===== src/rtl/hazard_pkg.sv =====
// Shared defaults, forwarding-select encoding and the in-flight tracker entry type
// for the operand hazard/forwarding unit.
package hazard_pkg;

  localparam int DATA_W_DEF = 16;
  localparam int REG_W_DEF  = 4;
  localparam int DEPTH_DEF  = 3;
  // Tracker rd field is sized for the widest supported register address.
  localparam int REG_W_MAX  = 8;

  localparam logic [2:0] SEL_RF = 3'd0;

  typedef struct packed {
    logic                 valid;
    logic [REG_W_MAX-1:0] rd;
    logic                 we;
    logic                 is_load;
  } tracker_entry_t;

endpackage


===== src/rtl/hazard_match.sv =====
// Priority matcher for one source register against the in-flight tracker;
// the nearest (lowest-index) valid writer of the register wins.
module hazard_match
  import hazard_pkg::*;
#(
  parameter int DEPTH = DEPTH_DEF,
  parameter int RD_W  = REG_W_MAX
) (
  input  logic [RD_W-1:0]       src_i,
  input  logic [DEPTH-1:0]      valid_i,
  input  logic [DEPTH-1:0]      we_i,
  input  logic [DEPTH-1:0]      load_i,
  input  logic [DEPTH*RD_W-1:0] rd_i,
  output logic                  hit_o,
  output logic [2:0]            idx_o,
  output logic                  is_load_o
);

  always_comb begin
    hit_o     = 1'b0;
    idx_o     = 3'd0;
    is_load_o = 1'b0;
    // Scan from the oldest stage so the youngest producer overwrites last.
    for (int k = DEPTH - 1; k >= 0; k--) begin
      if (valid_i[k] && we_i[k] && (rd_i[k*RD_W +: RD_W] == src_i) && (src_i != '0)) begin
        hit_o     = 1'b1;
        idx_o     = 3'(k);
        is_load_o = load_i[k];
      end
    end
  end

endmodule


===== src/rtl/hazard_forward_unit.sv =====
// Decode-stage operand resolution: tracks in-flight writers, forwards results
// from later stages, and stalls on load-use (or on any hazard when forwarding is off).
module hazard_forward_unit
  import hazard_pkg::*;
#(
  parameter int DATA_W = DATA_W_DEF,
  parameter int REG_W  = REG_W_DEF,
  parameter int DEPTH  = DEPTH_DEF
) (
  input  logic                    clock,
  input  logic                    reset_n,
  input  logic                    flush,
  input  logic                    fwd_en,
  input  logic                    id_valid,
  input  logic                    id_we,
  input  logic                    id_is_load,
  input  logic [REG_W-1:0]        id_rs1,
  input  logic [REG_W-1:0]        id_rs2,
  input  logic [REG_W-1:0]        id_rd,
  input  logic [DATA_W-1:0]       rf_a,
  input  logic [DATA_W-1:0]       rf_b,
  input  logic [DEPTH*DATA_W-1:0] stage_result,
  output logic [DATA_W-1:0]       op_a,
  output logic [DATA_W-1:0]       op_b,
  output logic [2:0]              fwd_sel_a,
  output logic [2:0]              fwd_sel_b,
  output logic                    stall,
  output logic [15:0]             stall_count
);

  tracker_entry_t [DEPTH-1:0] trk_q, trk_d;
  logic [15:0]                stall_count_q, stall_count_d;

  logic [DEPTH-1:0]           v_vec, we_vec, ld_vec;
  logic [DEPTH*REG_W_MAX-1:0] rd_vec;

  always_comb begin
    v_vec  = '0;
    we_vec = '0;
    ld_vec = '0;
    rd_vec = '0;
    for (int k = 0; k < DEPTH; k++) begin
      v_vec[k]                          = trk_q[k].valid;
      we_vec[k]                         = trk_q[k].we;
      ld_vec[k]                         = trk_q[k].is_load;
      rd_vec[k*REG_W_MAX +: REG_W_MAX]  = trk_q[k].rd;
    end
  end

  logic       hit_a, hit_b, ld_a, ld_b;
  logic [2:0] idx_a, idx_b;

  hazard_match #(.DEPTH(DEPTH), .RD_W(REG_W_MAX)) u_match_a (
    .src_i     (REG_W_MAX'(id_rs1)),
    .valid_i   (v_vec),
    .we_i      (we_vec),
    .load_i    (ld_vec),
    .rd_i      (rd_vec),
    .hit_o     (hit_a),
    .idx_o     (idx_a),
    .is_load_o (ld_a)
  );

  hazard_match #(.DEPTH(DEPTH), .RD_W(REG_W_MAX)) u_match_b (
    .src_i     (REG_W_MAX'(id_rs2)),
    .valid_i   (v_vec),
    .we_i      (we_vec),
    .load_i    (ld_vec),
    .rd_i      (rd_vec),
    .hit_o     (hit_b),
    .idx_o     (idx_b),
    .is_load_o (ld_b)
  );

  logic stall_a, stall_b;

  // A hit that cannot be forwarded (load still in EX, or forwarding disabled)
  // falls back to the register file and requests a stall.
  always_comb begin
    op_a      = rf_a;
    fwd_sel_a = SEL_RF;
    stall_a   = 1'b0;
    if (hit_a) begin
      if (!fwd_en || (idx_a == 3'd0 && ld_a)) begin
        stall_a = 1'b1;
      end else begin
        op_a      = stage_result[int'(idx_a)*DATA_W +: DATA_W];
        fwd_sel_a = idx_a + 3'd1;
      end
    end
  end

  always_comb begin
    op_b      = rf_b;
    fwd_sel_b = SEL_RF;
    stall_b   = 1'b0;
    if (hit_b) begin
      if (!fwd_en || (idx_b == 3'd0 && ld_b)) begin
        stall_b = 1'b1;
      end else begin
        op_b      = stage_result[int'(idx_b)*DATA_W +: DATA_W];
        fwd_sel_b = idx_b + 3'd1;
      end
    end
  end

  assign stall = id_valid && !flush && (stall_a || stall_b);

  always_comb begin
    trk_d = '0;
    for (int k = DEPTH - 1; k >= 1; k--) begin
      trk_d[k] = trk_q[k-1];
    end
    if (id_valid && !stall && !flush) begin
      trk_d[0].valid   = 1'b1;
      trk_d[0].rd      = REG_W_MAX'(id_rd);
      trk_d[0].we      = id_we;
      trk_d[0].is_load = id_is_load;
    end
  end

  always_comb begin
    stall_count_d = stall_count_q;
    if (stall && (stall_count_q != 16'hFFFF)) begin
      stall_count_d = stall_count_q + 16'd1;
    end
  end

  always_ff @(posedge clock or negedge reset_n) begin
    if (!reset_n) begin
      trk_q         <= '0;
      stall_count_q <= 16'd0;
    end else begin
      trk_q         <= trk_d;
      stall_count_q <= stall_count_d;
    end
  end

  assign stall_count = stall_count_q;

endmodule


===== config.mk =====
export PLATFORM = sky130hd
export DESIGN_NAME = hazard_forward_unit
export DESIGN_NICKNAME = d
export VERILOG_FILES = /design/src/rtl/hazard_pkg.sv /design/src/rtl/hazard_match.sv /design/src/rtl/hazard_forward_unit.sv
export SDC_FILE = /design/constraint.sdc
export NUM_CORES = 1
export LEC_CHECK = 0
export CORE_AREA = 2 2 98 100
export CTS_CLUSTER_SIZE = 10
export DETAILED_ROUTE_END_ITERATION = 8
export DIE_AREA = 0 0 100 102
export PLACE_DENSITY = 0.7
export SLEW_MARGIN = 25
export SYNTH_ARGS = -nofsm -noshare
export SYNTH_HDL_FRONTEND = slang
export SYNTH_SLANG_ARGS = --single-unit

===== constraint.sdc =====
create_clock -name clock -period 18.4 [get_ports clock]
set_input_delay 5.52 -clock clock [delete_from_list [all_inputs] [get_ports clock]]
set_output_delay 5.52 -clock clock [all_outputs]
set_load 0.02 [all_outputs]

==> reports/qor.txt <==
CTS
-----------------------------------------------------------------------------------------------
H-Tree Depth                                                                                  2
Setup bufs post-CTS                                                                           0
Cts hold-fix bufs                                                                             0
Clock sink count                                                                             37
Clock buffer depth                                                                            2
Cell at the root of the clock tree                                                 sky130_fd_sc_hd__clkbuf_8
Number of resized instances in the post-cts repair step                                       0
Clock input transition at the sequential cells of the worst setup and hold paths          80 ps
TritonCTS clock tree                                                                        yes
Worst-Skew Late Latency                                                                  280 ps
Number of buffers added by the clock tree synthesis step                                      5

CELLS AND AREA
-----------------------------------------------------------------------------------------------
Area of all sequential standard cells                                                925.9 um^2
Final core area utilization                                                              53.04%
Fraction of final layout cells sized beyond drive strength 1                             10.43%
Footprint of the multi-input gates                                                    2073 um^2
Final layout net count                                                                      611
Layout-stage area growth over the synthesis result                                       54.01%
Number of antenna diodes                                                                      0
Count of filler cells inserted in the layout                                                849

DIE
-----------------------------------------------------------------------------------------------
Die extent in x                                                                          100 um
Die extent in y                                                                          102 um
Floorplan core area                                                                   9109 um^2
Starting density of the core                                                             34.44%
Number of top-level pins                                                                    154
Die Area                                                                             10200 um^2
Site row count                                                                               35

WORST SETUP PATH
-----------------------------------------------------------------------------------------------
Worst reg2reg setup slack                                                              14780 ps
Cell-by-cell trace of the critical path                                            clkdlybuf4s50_1 -> xor2_1 -> or4_4 -> o2bb2a_4 -> nor2b_2 -> buf_4 -> inv_1 -> ha_1 -> inv_1 -> a221oi_2 -> a22o_2 -> nand2_1 -> o21ai_1 -> clkdlybuf4s50_1
Signal arrival time at the worst endpoint                                               9540 ps
Endpoint kind of the worst setup timing path                                         output pin
Cell with the biggest individual delay on the critical path                        sky130_fd_sc_hd__clkdlybuf4s50_1
Largest delay share family, worst path                                             buffers and inverters
CP peak stage delay                                                                      620 ps
Required time of the worst setup path                                                  12880 ps
Critical-path maximum fanout                                                                 35
Worst setup SP type                                                                  input port
Category of the critical setup timing path                                               in2out
Sum of buffers and inverters on the critical path                                             5

PLACED DESIGN
-----------------------------------------------------------------------------------------------
DP Wirelength                                                                          7.660 mm
Routability-driven placement congestion ratio                                            0.9661
IO Port Bufs                                                                                153
Worst slack at placement                                                                2936 ps

POWER AND IR DROP
-----------------------------------------------------------------------------------------------
IR Drop Worst-Case VDD                                                                 48.04 uV
Cell area power density                                                            41.23 nW/um^2
Leakage Power                                                                          2.115 nW

STA
-----------------------------------------------------------------------------------------------
Sum of negative setup slack                                                                0 ps
Unrepaired setup endpoints after global routing                                           false
Slew Limit Headroom                                                                      56.22%
Hold Fails Final Rpt                                                                          0
Final setup slack of the worst path                                                     3337 ps
Portion of the clock cycle consumed by the worst path in the final layout                81.87%
Peak Freq                                                                             66.39 MHz
Number of pins exceeding their max-slew limit in the final report                             0
Worst slew pin tran                                                                    655.3 ps
Final setup vio count                                                                         0
Final worst clock skew                                                                 2.422 ps
Shortest clock period the worst path allows after layout                               15060 ps

YOSYS
-----------------------------------------------------------------------------------------------
Fraction of registers with async set or reset after synthesis                            100.0%
Synthesized area                                                                      3137 um^2
Share of synthesized area occupied by flip-flops and latches                             29.52%
Synth cell types                                                                             48
Nets in the synthesized netlist                                                             469
Top cells by count, synth                                                          48 x sky130_fd_sc_hd__nand2_1, 37 x sky130_fd_sc_hd__dfrtp_1, 36 x sky130_fd_sc_hd__xor2_1
Main area contributors after synthesis                                             sky130_fd_sc_hd__dfrtp_1 30%, sky130_fd_sc_hd__mux2i_1 10%, sky130_fd_sc_hd__xor2_1 10%, sky130_fd_sc_hd__mux2_2 5.7%, sky130_fd_sc_hd__nand2_1 5.7%
Largest area contributor in the synthesized netlist                                sky130_fd_sc_hd__dfrtp_1
Post-synthesis cell count                                                                   365
Area share of the leading cell type in the synthesized netlist                           29.52%
Yosys warning total                                                                           0
Dominant cell by count in the synthesized netlist                                  sky130_fd_sc_hd__nand2_1
Dominant register cell in the synthesized netlist                                  sky130_fd_sc_hd__dfrtp_1
Number of flops mapped to enable cells by yosys                                               0
Flop and latch count out of synthesis                                                        37
Per-instance average area after synthesis                                            8.594 um^2

ROUTE
-----------------------------------------------------------------------------------------------
Vias per Instance                                                                         5.058
Routed Antenna Nets                                                                           0
Total length of routed met3 wires                                                        668 um
Remaining DRCs                                                                                0
Total number of vias                                                                       3131
Final routed wire length divided by cell count                                         15.86 um
WL met1                                                                                4.219 mm
Sum of met2 wire segment lengths after detailed routing                                4.790 mm
DR pass1 iterations                                                                           4
DRT Wirelength                                                                         9.818 mm
Iteration-0 DRC Markers                                                                     155
Top Layer Used                                                                             met4

GRT
-----------------------------------------------------------------------------------------------
Maximum number of pins on one net before global-route repair                                 38
Number of antenna violations at the first check in global routing                             0
Wire length of the first global-routing pass                                           15.44 mm
Number of global-route vias before repair                                                  3093
Gr ovfl total                                                                                 0
Overall track demand over capacity in global routing                                     18.75%

HOLD PATH
-----------------------------------------------------------------------------------------------
Min-delay worst type                                                                    reg2reg

RUN
-----------------------------------------------------------------------------------------------
Number of violations of the max-capacitance limit                                             0

STATUS
-----------------------------------------------------------------------------------------------
Result of the run                                                                  finished, final reports clean

## routing by layer
layer	vias up	GRT usage, %
met5	-	0
met4	0	4.847
met3	12	4.378
met2	125	33.47
met1	1444	22.91
li1	1550	-
## final timing paths
check,start,endpoint,cells after the start
max in group asynchronous,reset_n,stall_count[11]$_DFFE_PN0P_,2
setup reg to reg,rd_vec[11]$_DFF_PN0_,stall_count[12]$_DFFE_PN0P_,13
min in group asynchronous,reset_n,stall_count[1]$_DFFE_PN0P_,2
hold / removal,trk_d[32]$_DFF_PN0_,trk_q[32]$_DFF_PN0_,0
setup / recovery,id_rs1[3],op_a[9],14
hold reg to reg,trk_d[32]$_DFF_PN0_,trk_q[32]$_DFF_PN0_,0
## cell type report
type | count | area share [%]
inverter | 8 | 0.6216
clock inverter | 3 | 0.4403
clock buffer | 5 | 1.425
sequential | 37 | 19.17
tap | 111 | 2.875
multi-input combinational | 297 | 42.92
timing repair buffer | 158 | 32.56
## placed cells by master, fill, tap and decap left out, types with 7 or more instances in the layout
| cell | instances |
|---|---|
| sky130_fd_sc_hd__a21oi_1 | 16 |
| sky130_fd_sc_hd__and2_1 | 7 |
| sky130_fd_sc_hd__nor3_1 | 9 |
| sky130_fd_sc_hd__nor2_1 | 28 |
| sky130_fd_sc_hd__o21ai_0 | 17 |
| sky130_fd_sc_hd__nand3_1 | 9 |
| sky130_fd_sc_hd__inv_1 | 8 |
| sky130_fd_sc_hd__mux2i_1 | 32 |
| sky130_fd_sc_hd__dfrtp_1 | 37 |
| sky130_fd_sc_hd__xor2_1 | 36 |
| sky130_fd_sc_hd__and3_1 | 10 |
| sky130_fd_sc_hd__nand2_1 | 48 |
| sky130_fd_sc_hd__mux2_2 | 16 |
| sky130_fd_sc_hd__o21ai_1 | 18 |
| sky130_fd_sc_hd__clkdlybuf4s50_1 | 153 |
## registers in the layout (all words and copies together) (netlist names)
name / cells
trk_q: 2
trk_d: 4
rd_vec: 12
stall_count: 16
ld_vec: 3
## report_power, final
group	switching, mW	total [mW]	internal [mW]	leakage [nW]
Sequential	0.00221	0.0857	0.0835	0.504
Clock	0.0293	0.0561	0.0268	0.0445
Combinational	0.0238	0.0574	0.0335	1.57
## kinds of logic after synthesis
kind of cell,synth area share [%]
AO/OA/AOI/OAI,11.93
XOR/XNOR,10.05
adder cells (fa/ha/maj),1.994
buffers and inverters,5.105
flip-flops,29.52
multiplexers,16.79
AND/OR/NAND/NOR,24.61
## metrics by stage
step	cell area (um^2)	hold slack [ps]	instances	power, mW
2_1_floorplan	3137	353.5	365	0.1086
3_3_place_gp	4728	359.4	610	0.1436
3_5_place_dp	4728	363.4	610	0.1446
4_1_cts	4818	377.7	618	0.2020
5_1_grt	4831	381.2	619	0.2102
6_report	4831	376.1	619	0.1992
Note: power is estimated with default switching activity, not from simulation.
